**config.mk**
```make
export PLATFORM = sky130hd
export DESIGN_NAME = alu_writeback
export DESIGN_NICKNAME = d
export VERILOG_FILES = /design/src/rtl/alu_pkg.sv /design/src/rtl/alu_wb_fwd.sv /design/src/rtl/alu_writeback.sv
export SDC_FILE = /design/constraint.sdc
export NUM_CORES = 1
export LEC_CHECK = 0
export ABC_AREA = 1
export CELL_PAD_IN_SITES_DETAIL_PLACEMENT = 0
export CELL_PAD_IN_SITES_GLOBAL_PLACEMENT = 1
export CORE_MARGIN = 8
export CORE_UTILIZATION = 32
export DETAILED_ROUTE_END_ITERATION = 10
export PLACE_DENSITY = 0.93
export SETUP_SLACK_MARGIN = 0.1
export SLEW_MARGIN = 10
export SYNTH_ARGS = -nofsm -noshare
export SYNTH_HDL_FRONTEND = slang
export SYNTH_SLANG_ARGS = --single-unit
```
**constraint.sdc**
```tcl
create_clock -name clk -period 2.85 [get_ports clk]
set_clock_uncertainty 0.1 [all_clocks]
set_input_delay 0.4275 -clock clk [delete_from_list [all_inputs] [get_ports clk]]
set_output_delay 0.4275 -clock clk [all_outputs]
set_load 0.05 [all_outputs]
```
**src/rtl/alu_pkg.sv**
```systemverilog
// Shared ALU op-codes, writeback state encoding and op classification.
package alu_pkg;

    localparam int unsigned OP_W = 3;

    typedef enum logic [OP_W-1:0] {
        ADD  = 3'b000,
        SUB  = 3'b001,
        MUL  = 3'b010,
        DIV  = 3'b011,
        AND  = 3'b100,
        OR   = 3'b101,
        XOR  = 3'b110,
        UADD = 3'b111
    } alu_op_e;

    typedef enum logic [1:0] {
        IDLE = 2'b00,
        WR1  = 2'b01,
        WR2  = 2'b10
    } wb_state_e;

    // mul and div produce a secondary result R that needs a second write
    function automatic logic is_dual(input logic [OP_W-1:0] op);
        return (op == OP_W'(MUL)) || (op == OP_W'(DIV));
    endfunction

endpackage

```
**src/rtl/alu_wb_fwd.sv**
```systemverilog
// Forwarding compare: matches a read address against the write on the port
// this cycle and the R write still pending behind it; current write wins.
module alu_wb_fwd #(
    parameter int unsigned DATA_W  = 16,
    parameter int unsigned RADDR_W = 4
) (
    input  logic [RADDR_W-1:0] raddr,
    input  logic               cur_en,
    input  logic [RADDR_W-1:0] cur_addr,
    input  logic [DATA_W-1:0]  cur_data,
    input  logic               pend_en,
    input  logic [RADDR_W-1:0] pend_addr,
    input  logic [DATA_W-1:0]  pend_data,
    output logic               hit_c,
    output logic [DATA_W-1:0]  data_c
);

    logic cur_hit;
    logic pend_hit;

    // register 0 never forwards; the in-flight write has priority over the pending one
    always_comb begin
        cur_hit  = cur_en  && (cur_addr  == raddr) && (raddr != '0);
        pend_hit = pend_en && (pend_addr == raddr) && (raddr != '0);
        hit_c    = cur_hit || pend_hit;
        data_c   = '0;
        if (cur_hit) begin
            data_c = cur_data;
        end else if (pend_hit) begin
            data_c = pend_data;
        end
    end

endmodule

```
**src/rtl/alu_writeback.sv**
```systemverilog
// ALU writeback stage: turns accepted ALU results into register-file writes,
// two writes (Out then R) for mul/div. Optional forwarding port under WB_FWD_EN.
module alu_writeback
    import alu_pkg::*;
#(
    parameter int unsigned         DATA_W  = 16,
    parameter int unsigned         RADDR_W = 4,
    parameter logic [RADDR_W-1:0]  R_REG   = RADDR_W'(4'hF)
) (
    input  logic               clk,
    input  logic               rst,
    input  logic               in_valid,
    output logic               in_ready,
    input  logic [OP_W-1:0]    in_op,
    input  logic [RADDR_W-1:0] in_rd,
    input  logic [DATA_W-1:0]  in_out,
    input  logic [DATA_W-1:0]  in_r,
    input  logic               in_sign,
    output logic               wr_en,
    output logic [RADDR_W-1:0] wr_addr,
    output logic [DATA_W-1:0]  wr_data,
    output logic               sign_flag
`ifdef WB_FWD_EN
    ,
    input  logic [RADDR_W-1:0] fwd_raddr,
    output logic               fwd_hit,
    output logic [DATA_W-1:0]  fwd_data
`endif
);

    wb_state_e          state_q,     state_d;
    logic               in_ready_q,  in_ready_d;
    logic               wr_en_q,     wr_en_d;
    logic [RADDR_W-1:0] wr_addr_q,   wr_addr_d;
    logic [DATA_W-1:0]  wr_data_q,   wr_data_d;
    logic               sign_flag_q, sign_flag_d;
    logic [DATA_W-1:0]  r_q,         r_d;
    logic               dual_q,      dual_d;
    logic               accept;
    logic               load_new;

    // next-state and registered-output computation
    always_comb begin
        state_d     = state_q;
        in_ready_d  = 1'b1;
        wr_en_d     = 1'b0;
        wr_addr_d   = wr_addr_q;
        wr_data_d   = wr_data_q;
        sign_flag_d = sign_flag_q;
        r_d         = r_q;
        dual_d      = dual_q;
        accept      = in_valid && in_ready_q;
        load_new    = 1'b0;

        if (accept) begin
            sign_flag_d = in_sign;
        end

        case (state_q)
            WR1: begin
                if (dual_q) begin
                    state_d   = WR2;
                    wr_en_d   = (R_REG != '0);
                    wr_addr_d = R_REG;
                    wr_data_d = r_q;
                end else if (accept) begin
                    load_new = 1'b1;
                end else begin
                    state_d = IDLE;
                end
            end
            default: begin
                if (accept) begin
                    load_new = 1'b1;
                end else begin
                    state_d = IDLE;
                end
            end
        endcase

        // a newly accepted result always starts with its Out write
        if (load_new) begin
            state_d    = WR1;
            wr_en_d    = (in_rd != '0);
            wr_addr_d  = in_rd;
            wr_data_d  = in_out;
            r_d        = in_r;
            dual_d     = is_dual(in_op);
            in_ready_d = !is_dual(in_op);
        end
    end

    // state and output registers, synchronous reset
    always_ff @(posedge clk) begin
        if (rst) begin
            state_q     <= IDLE;
            in_ready_q  <= 1'b1;
            wr_en_q     <= 1'b0;
            wr_addr_q   <= '0;
            wr_data_q   <= '0;
            sign_flag_q <= 1'b0;
            r_q         <= '0;
            dual_q      <= 1'b0;
        end else begin
            state_q     <= state_d;
            in_ready_q  <= in_ready_d;
            wr_en_q     <= wr_en_d;
            wr_addr_q   <= wr_addr_d;
            wr_data_q   <= wr_data_d;
            sign_flag_q <= sign_flag_d;
            r_q         <= r_d;
            dual_q      <= dual_d;
        end
    end

    assign in_ready  = in_ready_q;
    assign wr_en     = wr_en_q;
    assign wr_addr   = wr_addr_q;
    assign wr_data   = wr_data_q;
    assign sign_flag = sign_flag_q;

`ifdef WB_FWD_EN
    logic pend_en;

    // R write is pending while a dual op sits in WR1
    always_comb begin
        pend_en = (state_q == WR1) && dual_q;
    end

    alu_wb_fwd #(
        .DATA_W  (DATA_W),
        .RADDR_W (RADDR_W)
    ) u_fwd (
        .raddr     (fwd_raddr),
        .cur_en    (wr_en_q),
        .cur_addr  (wr_addr_q),
        .cur_data  (wr_data_q),
        .pend_en   (pend_en),
        .pend_addr (R_REG),
        .pend_data (r_q),
        .hit_c     (fwd_hit),
        .data_c    (fwd_data)
    );
`endif

endmodule

```
# Word-level counts from Yosys, hierarchy flattened
# Index checks and enable logic that the tools add are counted.
dict set report totals {
  wordCells 38
  ramBits 0
  latchBits 0
  memories 0
  reg_bits 42
  mem_bits_ro 0
  input_bits 43
  out_inout_bits 23
}
dict set report op_classes {
  addsub 0
  n_mul 0
  magnitude_cmp 0
  shifts 0
  muxes 16
  div 0
  n_reduce_logical 9
  n_eq_ne 3
  n_bitwise 1
}
# operator count
set ops {}
lappend ops {{two-way mux 16 bit} 3}
lappend ops {{two-way mux 4 bit} 3}
lappend ops {{two-way mux 1 bit} 7}
lappend ops {{equality test 3 x 2 -> 1 bit, second input constant} 2}
lappend ops {{two-way mux 2 bit} 3}
lappend ops {{nonzero test 2 bit} 2}
lappend ops {{nonzero test 4 bit} 1}
lappend ops {{OR reduction 2 bit} 2}
lappend ops {{equality test 2 x 1 -> 1 bit, second input constant} 1}
lappend ops {{AND reduction 2 bit} 1}
lappend ops {{logical AND 1 bit} 1}
lappend ops {{logical NOT 1 bit} 1}
lappend ops {{logical OR 1 bit} 1}
lappend ops {{inverter 1 bit} 1}

# Longest topological paths before layout
# Gate-level depths: netlist (run 1).
dict set report logic_depth {
  word_depth 6
  ltp_mapped 7
  ltp_nobuf 6
}

# Least setup slack after synthesis (run 1)
# OpenSTA, ideal clock, no wires.
dict set report synth_path {
  path_kind {register to register}
  startpoint {register in_ready_q (netlist: in_ready)}
  endpoint {register wr_addr_q[2] (netlist: wr_addr[2])}
  path_stages_with_launch 7
  required_time_ps 2634
  period_less_slack_ps 1516
  slack_ps 1334
  setup_time_ps 116
  n_path_buf 1
  arrival_ps 1300
  path_cell_list {dfxtp_1 > nand2_2 > inv_4 > nand2_4 > buf_6 > o21ai_0 > nor2_1}
}
dict set report synth_between {
  elab_chain_cells 6
  elab_cells_between_ends 8
  cone_classes {mux: 4; reduce/logical: 4}
}
# item line
set synth_rtl {}
lappend synth_rtl {{from (decl)} alu_writeback.sv:32} ;# logic in_ready_q, in_ready_d;
lappend synth_rtl {{from (signal assigned)} alu_writeback.sv:106} ;# in_ready_q <= in_ready_d;
lappend synth_rtl {{logical AND 1 bit *} alu_writeback.sv:52} ;# accept = in_valid && in_ready_q;
lappend synth_rtl {{two-way mux 1 bit *} {alu_writeback.sv:66, alu_writeback.sv:73}}
lappend synth_rtl {{two-way mux 1 bit} alu_writeback.sv:61} ;# if (dual_q) begin
lappend synth_rtl {{two-way mux 1 bit *} alu_writeback.sv:59} ;# case (state_q)
lappend synth_rtl {{nonzero test 2 bit (no line)} --}
lappend synth_rtl {{AND reduction 2 bit (no line)} --}
lappend synth_rtl {{to (signal assigned)} alu_writeback.sv:108} ;# wr_addr_q <= wr_addr_d;
lappend synth_rtl {{to (decl)} alu_writeback.sv:34} ;# logic [RADDR_W-1:0] wr_addr_q, wr_addr_d;
# Mark *: on every way between the ends. The rest lies on a longest branch, timed or not.
# A chain may end at the register's enable or synchronous reset.

# Worst setup path in the final report (run 1)
dict set report layout_path {
  startpoint {register in_ready_q (netlist: in_ready)}
  endpoint {output port in_ready}
}
# item line
set layout_rtl {}
lappend layout_rtl {{to (decl)} alu_writeback.sv:13} ;# output logic in_ready,
# No word-level cell between the ends.

==> flow_summary.yaml, run 1 <==
final_layout:
  final_cell_mix: "clkdlybuf4s50_1, nand2_1, nand3_1, dfxtp_1, nor2_1"
  num_antenna_cells: 0
  multi_input_area_um2: 691.9
  fillers: 540
  layout.cells.non_filler: 375
  final_common_cell: "clkdlybuf4s50_1"
  layout-drive-gt1-share_pct: 5.611
  post-route-util_pct: 46.50
  nNetsFinal: 345
  regArea_um2: 840.8
  syn2layout_area_growth_pct: 43.40
route:
  viasPerCell: 4.309
  drc: 0
  wire_per_inst_um: 12.08
  routed_wl_mm: 4.530
  firstDrtPassIters: 4
  vias: 1616
  final_antenna_net_count: 0
  initialDrtViolationCount: 125
synth:
  synthCells: 242
  synth_edf_count: 0
  synth_cell_type_count: 16
  ys.flop_type: "dfxtp_1"
  seq_area_frac_synth_pct: 47.97
  ys_seq_elements: 42
  ys.warnings.count: 0
  async_flop_share_pct: 0
  synth_nets: 285
  avgSynthCellArea_um2: 7.244
  netlist_area_mm2: 0.001753
worst_hold_path:
  hold_end: "wr_data[10]"
  hold_path_class: "flip-flop to flip-flop"
  min_path_cells: 2
  min_from: "r_q[10]"
clock_network:
  cts.sinks: 42
  postCtsHoldBufs: 0
  root_buffer: "clkbuf_8"
  htreeDepth: 2
  clk-insertion-delay-late_ps: 280
  numCtsBuffers: 5
  post_cts_buffers: 0
  cts_tree: "done"
  cts_resized: 0
  path_clk_slew_ps: 70
  clockBufferDepth: 2
worst_setup_path:
  crit_required_ps: 2320
  r2r-end: "dual_q"
  rr_startpoint: "dual_q"
  path_cells: "clkdlybuf4s50_1"
  worstPathMaxFanout: 2
  start_kind: "flip-flop"
  reg2reg_slack_ps: 870
  worst_setup_path_end_kind: "output port"
  critPathArrivalTime_ps: 1480
  path_buf_inv: 1
  crit_path_max_incr_delay_ps: 830
  critPathKind: "flip-flop to output port"
  path_delay_family: "buffers and inverters"
  crit_slowest_cell: "clkdlybuf4s50_1"
  reg2reg_depth: 5
floorplanning:
  rows: 27
  coreArea_mm2: 0.005405
  ios: 66
  die_height_um: 90.01
  die_w_um: 90.01
  die-area_mm2: 0.008102
  initial_core_util_pct: 32.43
sta:
  finalHoldViolCount: 0
  rsz0062_at_grt: "false"
  min_period_ps: 2007
  slew_headroom_pct: 53.42
  worst_pin_slew_ps: 696.2
  finalSetupViolCount: 0
  final.setup.worst_slack_ps: 842.8
  slew_violations: 0
  fmax_mhz: 498.2
  setup_tns_ps: 0
  finalCritPeriodShare_pct: 70.43
placement:
  port_buffers: 64
  dp.cells: 367
  place_ws_ps: 801.4
  dp_hpwl_mm: 3.289
  gp_congestion: 0.7549
power:
  pwr_density_cell_mw_per_mm2: 559.6
  p_leak_nw: 1.081
  vdd_drop_max_mv: 0.2290
run:
  drv_cap: 0
global_route:
  overflow: 0
  first_global_vias: 1549
  grtUsageTotal_pct: 11.13
  antenna_found_initial: 0
  grt_pass1_wl_mm: 7.389
  grt_max_degree: 34
status:
  run_status: "complete, no violations"
## flip-flops by register name, summed over array words and instances (netlist names)
| signal | cells |
|---|---|
| dual_q | 1 |
| wr_en | 1 |
| wr_data | 16 |
| in_ready | 1 |
| sign_flag | 1 |
| wr_addr | 4 |
| r_q | 16 |
| state_q | 2 |
## power breakdown
group          internal, mW  leakage, nW  switching, mW  total (mW)
Combinational         0.127        0.676          0.177       0.304
Sequential            0.627        0.348         0.0189       0.646
Clock                 0.258       0.0579          0.198       0.456
Total                  1.01         1.08          0.394        1.41
## through the flow
step / power, mW / area [um^2] / hold slack [ps]
floorplan: 0.8437 / 1753 / 341.6
global route: 1.477 / 2514 / 396.3
global placement: 0.9627 / 2405 / 353.4
CTS: 1.421 / 2514 / 369.5
finish: 1.407 / 2514 / 371.4
detailed placement: 0.9667 / 2405 / 359.3
## worst max path at each step
stage / from / end / slack, ps / cells after the start
global placement: rst / dual_q / 820 / 6
finish: in_ready / in_ready / 840 / 1
CTS: in_ready / in_ready / 830 / 1
floorplan: in_ready / wr_addr[2] / 1330 / 6
detailed placement: in_valid / in_ready / 800 / 6
global route: dual_q / dual_q / 700 / 5
## logic make-up (layout without fill, tap and decap cells)
logic type,count (synthesis),in the layout,synth area share [%]
and+or+nand+nor,135,135,33.76
AOI/OAI and AO/OA,20,20,5.710
DFF,42,42,47.97
buffers and inverters,45,106,12.56
## layer usage
metal,wire [um],share of wire [%],up-vias,global-route usage [%]
li1,-,-,870,-
met1,1998,44,710,12.65
met2,2227,49,28,18.34
met3,207,4.6,8,3.408
met4,98,2.2,0,5.825
met5,0,0,-,0
## area by class of cell
cell class                 instances  share of cell area [%]
clock inverter                     3                   1.593
multi-input combinational        155                   27.53
inverter                          31                   4.729
sequential                        42                   33.45
tap                               72                   3.584
timing repair buffer              67                   26.38
clock buffer                       5                   2.738
## cells in the mapped netlist (2+ instances only)
cell,number,share of area [%]
nand2_1,48,10
nand3_1,44,13
dfxtp_1,42,48
nor2_1,38,8.1
inv_1,30,6.4
a21oi_1,10,2.9
o21ai_0,10,2.9
buf_2,6,1.7
buf_6,4,2.6
buf_4,3,1.3
nand3_2,2,1.1
Power figures use the tool's default switching activity.
==> run 2: changes to the inputs <==
- CORE_UTILIZATION: 32 -> 30
- PLACE_DENSITY: 0.93 -> 0.89
- clock period: 2.85 -> 1.9 ns (I/O delays scaled with it)
==> run 2 against run 1 <==
  * Via count shrank 0.56%
  * Sequential share of layout area decreased by 0.13 points
  * Worst hold slack lost 1.4 ps
  * Core utilization fell by 2.8 points
==> flow_summary.yaml, run 2 (same netlist as run 1, synthesis figures left out) <==
sta:
  min_period_ps: 1552
  fmax_mhz: 644.4
  worst_pin_slew_ps: 506.4
  slew_violations: 0
  slew_headroom_pct: 66.37
  finalCritPeriodShare_pct: 81.68
  rsz0062_at_grt: "false"
  setup_tns_ps: 0
  finalHoldViolCount: 0
  holdWs_ps: 369.9
  finalSetupViolCount: 0
clock_network:
  post_cts_buffers: 0
  cts_tree: "done"
  numCtsBuffers: 5
  cts.sinks: 42
  clockBufferDepth: 2
  root_buffer: "clkbuf_8"
  htreeDepth: 2
  clk-insertion-delay-late_ps: 290
  path_clk_slew_ps: 80
power:
  vdd_drop_max_mv: 0.2911
  p_leak_nw: 1.168
  power.internal_mw: 1.533
  swShare_pct: 27.80
  pwr-share-comb_pct: 20.6
  power_frac_clock_pct: 33.9
  switching_power_mw: 0.5904
  pwr_density_cell_mw_per_mm2: 841.6
  pwr-share-seq_pct: 45.5
worst_setup_path:
  crit_path_end: "wr_data[10]"
  rr_startpoint: "in_ready"
  path_buf_inv: 1
  crit_path_max_incr_delay_ps: 540
  start_kind: "flip-flop"
  reg2reg_depth: 5
  reg2reg_slack_ps: 520
  worst_setup_path_end_kind: "output port"
  crit_slowest_cell: "dlygate4sd2_1"
  crit_path_start: "wr_data[10]"
  path_delay_family: "buffers and inverters"
  r2r-end: "in_ready"
  crit_required_ps: 1510
  critPathArrivalTime_ps: 1170
  path_cells: "dlygate4sd2_1"
  cp.depth: 1
  critPathKind: "flip-flop to output port"
  worstPathMaxFanout: 2
final_layout:
  nNetsFinal: 348
  num_antenna_cells: 0
  post-route-util_pct: 43.66
  fin_area_mm2: 0.002524
  final_common_cell: "nand2_1"
  final_cell_mix: "nand2_1, nand3_1, dfxtp_1, clkdlybuf4s50_1, nor2_1"
  layout.cells.non_filler: 380
  syn2layout_area_growth_pct: 43.97
  layout-drive-gt1-share_pct: 7.213
floorplanning:
  die_height_um: 92.44
  initial_core_util_pct: 30.32
  die_w_um: 92.44
  coreArea_mm2: 0.005781
  die-area_mm2: 0.008545
  ios: 66
  rows: 28
global_route:
  overflow: 0
  grtUsageTotal_pct: 10.84
  grt_max_degree: 33
  first_global_vias: 1605
  grt_pass1_wl_mm: 7.527
  antenna_found_initial: 0
route:
  initialDrtViolationCount: 64
  firstDrtPassIters: 4
  routed_wl_mm: 4.525
  viasPerCell: 4.229
  drc: 0
  vias: 1607
  wire_per_inst_um: 11.91
  final_antenna_net_count: 0
placement:
  gp_congestion: 0.7911
  dp.cells: 373
  port_buffers: 64
  dp_hpwl_mm: 3.318
  dpl_cell_area_mm2: 0.002436
worst_hold_path:
  hold_path_class: "flip-flop to flip-flop"
status:
  run_status: "complete, no violations"
run:
  drv_cap: 0
==> run 2: cell type report <==
cell class | count | area, um^2
clock inverter | 1 | 30.03
clock buffer | 6 | 82.58
sequential | 42 | 840.8
fill | 617 | 3257
inverter | 31 | 118.9
multi-input combinational | 155 | 691.9
timing repair buffer | 70 | 665.6
tap | 75 | 93.84
==> run 2: worst min path at each step <==
stage / cells past startpoint / slack, ps / from / end
2_1_floorplan: 2 / 290 / in_r[0] / r_q[0]
3_5_place_dp: 2 / 360 / r_q[15] / wr_data[15]
6_report: 2 / 370 / r_q[0] / r_q[0]
4_1_cts: 2 / 370 / r_q[15] / wr_data[15]
3_3_place_gp: 2 / 360 / r_q[7] / wr_data[7]
5_1_grt: 2 / 390 / r_q[4] / r_q[4]
==> run 2: power groups by stage <==
stage          registers (mW)  clock network, mW  logic [mW]
2_1_floorplan            1.12                  0       0.148
3_3_place_gp            0.988                  0       0.463
3_5_place_dp            0.990                  0       0.464
4_1_cts                 0.968              0.734       0.443
5_1_grt                 0.975              0.772       0.476
6_report                0.967              0.720       0.437
==> run 2: metrics by stage <==
| stage | total power [mW] | setup WS (ps) |
|---|---|---|
| 2_1_floorplan | 1.266 | 384.2 |
| 3_3_place_gp | 1.451 | 112.1 |
| 3_5_place_dp | 1.455 | 113.8 |
| 4_1_cts | 2.145 | 329.5 |
| 5_1_grt | 2.223 | 293.6 |
| 6_report | 2.124 | 348.1 |
==> run 2: layer usage <==
metal | track usage [%] | part of all wire (%) | routed length (um) | vias up
met1 | 12.08 | 43 | 1966 | 695
met3 | 3.560 | 4.8 | 215 | 6
met5 | 0 | 0 | 0 | -
met4 | 4.027 | 1.3 | 61 | 0
li1 | - | - | - | 878
met2 | 18.77 | 50 | 2282 | 28
==> run 2: timing repair <==
item                                    CTS  global route
hold buffers                              0             0
endpoints found under the setup margin   20             0
gates resized for setup                  20             0
==> run 3: changes to the inputs <==
- CORE_UTILIZATION: 30 -> 27
- PLACE_DENSITY: 0.89 -> 0.85
- clock period: 1.9 -> 1.35 ns (I/O delays scaled with it)
==> run 3 against run 2 <==
  * Via count rose by 7.3%
  * Sequential cell count unchanged
  * Count of clock-buffer cells in the layout increased by 2
  * Power up 47%
  * Cell area is 17% higher
  * Die area grew 9.1%
  * Wire length is 10% higher
  * Register-to-register slack got worse by 350 ps
  * Critical path type is now flip-flop to flip-flop
  * Largest cell class is now non-clock buffers
==> flow_summary.yaml, run 3 (same netlist as run 1, synthesis figures left out) <==
status:
  run_status: "complete, no violations"
clock_network:
  postCtsHoldBufs: 0
  clockBufferDepth: 2
  clk-insertion-delay-late_ps: 280
  numCtsBuffers: 5
  path_clk_slew_ps: 80
  htreeDepth: 2
  cts_tree: "done"
  root_buffer: "clkbuf_8"
  cts.sinks: 42
power:
  p_leak_nw: 1.294
  pwr_density_cell_mw_per_mm2: 1061
  power_frac_clock_pct: 29.4
  p_total_mw: 3.129
  swShare_pct: 27.70
  pwr-share-comb_pct: 26.0
  pwr-share-seq_pct: 44.6
  vdd_drop_max_mv: 0.3843
  power.internal_mw: 2.262
  switching_power_mw: 0.8669
global_route:
  grt_max_degree: 24
  first_global_vias: 1698
  grt_pass1_wl_mm: 7.700
  grtUsageTotal_pct: 10.49
  antenna_found_initial: 0
  overflow: 0
floorplanning:
  die_height_um: 96.58
  die_w_um: 96.58
  coreArea_mm2: 0.006314
  rows: 29
  initial_core_util_pct: 27.76
  die-area_mm2: 0.009327
  ios: 66
final_layout:
  layout-drive-gt1-share_pct: 17.92
  fin_area_mm2: 0.002950
  layout.cells.non_filler: 395
  num_antenna_cells: 0
  final_cell_mix: "nand2_1, nand3_1, dfxtp_1, clkdlybuf4s50_1, nor2_1"
  fillers: 651
  syn2layout_area_growth_pct: 68.31
  final_common_cell: "nand2_1"
  multi_input_area_um2: 716.9
  regArea_um2: 844.6
  nNetsFinal: 360
route:
  firstDrtPassIters: 4
  vias: 1724
  viasPerCell: 4.365
  final_antenna_net_count: 0
  initialDrtViolationCount: 70
  drc: 0
  wire_per_inst_um: 12.61
  routed_wl_mm: 4.980
placement:
  dp.cells: 384
  dpl_cell_area_mm2: 0.002785
  gp_congestion: 0.7578
  dp_hpwl_mm: 3.814
  port_buffers: 64
  place_ws_ps: -209.2
sta:
  slew_violations: 0
  slew_headroom_pct: 88.89
  setup_tns_ps: 0
  worst_pin_slew_ps: 165.0
  rsz0062_at_grt: "true"
  finalCritPeriodShare_pct: 87.38
  fmax_mhz: 847.8
  final.setup.worst_slack_ps: 170.4
  finalHoldViolCount: 0
  finalSetupViolCount: 0
  min_period_ps: 1180
worst_setup_path:
  path_buf_inv: 1
  critPathArrivalTime_ps: 1270
  crit_path_max_incr_delay_ps: 400
  path_delay_family: "flip-flops"
  critPathKind: "flip-flop to flip-flop"
  worstPathMaxFanout: 11
  crit_slowest_cell: "dfxtp_1"
  path_cells: "nand2_1, nor2_1, buf_4, nand2_1, nand3_1, nor2_1"
  crit_required_ps: 1440
  start_kind: "flip-flop"
  reg2reg_slack_ps: 170
  worst_setup_path_end_kind: "flip-flop"
worst_hold_path:
  hold_path_class: "input port to flip-flop"
run:
  drv_cap: 0
-- run 3: worst paths after layout --
path / from / endpoint / depth (start not counted)
worst max-delay path: dual_q / wr_data[8] / 6
worst min-delay path: in_r[0] / r_q[0] / 3
worst max register to register: dual_q / wr_data[8] / 6
worst min register to register: r_q[3] / r_q[3] / 2
-- run 3: metrics by stage --
step,hold slack (ps),util (%)
after floorplan,205.6,-
after global placement,353.9,44.11
after detailed placement,360.6,44.11
after CTS,344.8,45.92
after global routing,352.5,46.73
final,350.5,46.73
-- run 3: power groups by stage --
stage	sequential (mW)	combinational (mW)	clock, mW
after detailed placement	1.42	0.809	0
after global routing	1.40	0.869	1.00
final	1.39	0.814	0.921
after global placement	1.42	0.800	0
after CTS	1.39	0.813	0.948
after floorplan	1.57	0.208	0
-- run 3: per-layer routing --
layer | part of all wire, % | GRT usage, % | wire length (um) | vias up
li1 | - | - | - | 901
met1 | 40 | 11.57 | 2011 | 769
met2 | 51 | 18.66 | 2553 | 48
met3 | 7.0 | 3.246 | 349 | 6
met4 | 1.3 | 3.405 | 65 | 0
met5 | 0 | 0 | 0 | -
-- run 3: area by class of cell --
cell class                      instances  share of cell area [%]
Clock buffer                            8                   3.732
Timing Repair Buffer                   81                   36.05
Multi-Input combinational cell        156                   24.30
Sequential cell                        42                   28.63
Inverter                               31                   4.029
Tap cell                               77                   3.265
-- run 3: worst register-to-register path, cell delays in order, from the launching register on --
cell	delay (ps)
dfxtp_1	400
nand2_1	80
nor2_1	110
buf_4	190
nand2_1	80
nand3_1	90
nor2_1	40
-- run 3: repair_timing --
item | in CTS | in global routing
buffers inserted | 0 | 2
pin swaps | 0 | 1
resized for setup | 1 | 6
endpoints found under the setup margin | 4 | 28
cloned | 0 | 1
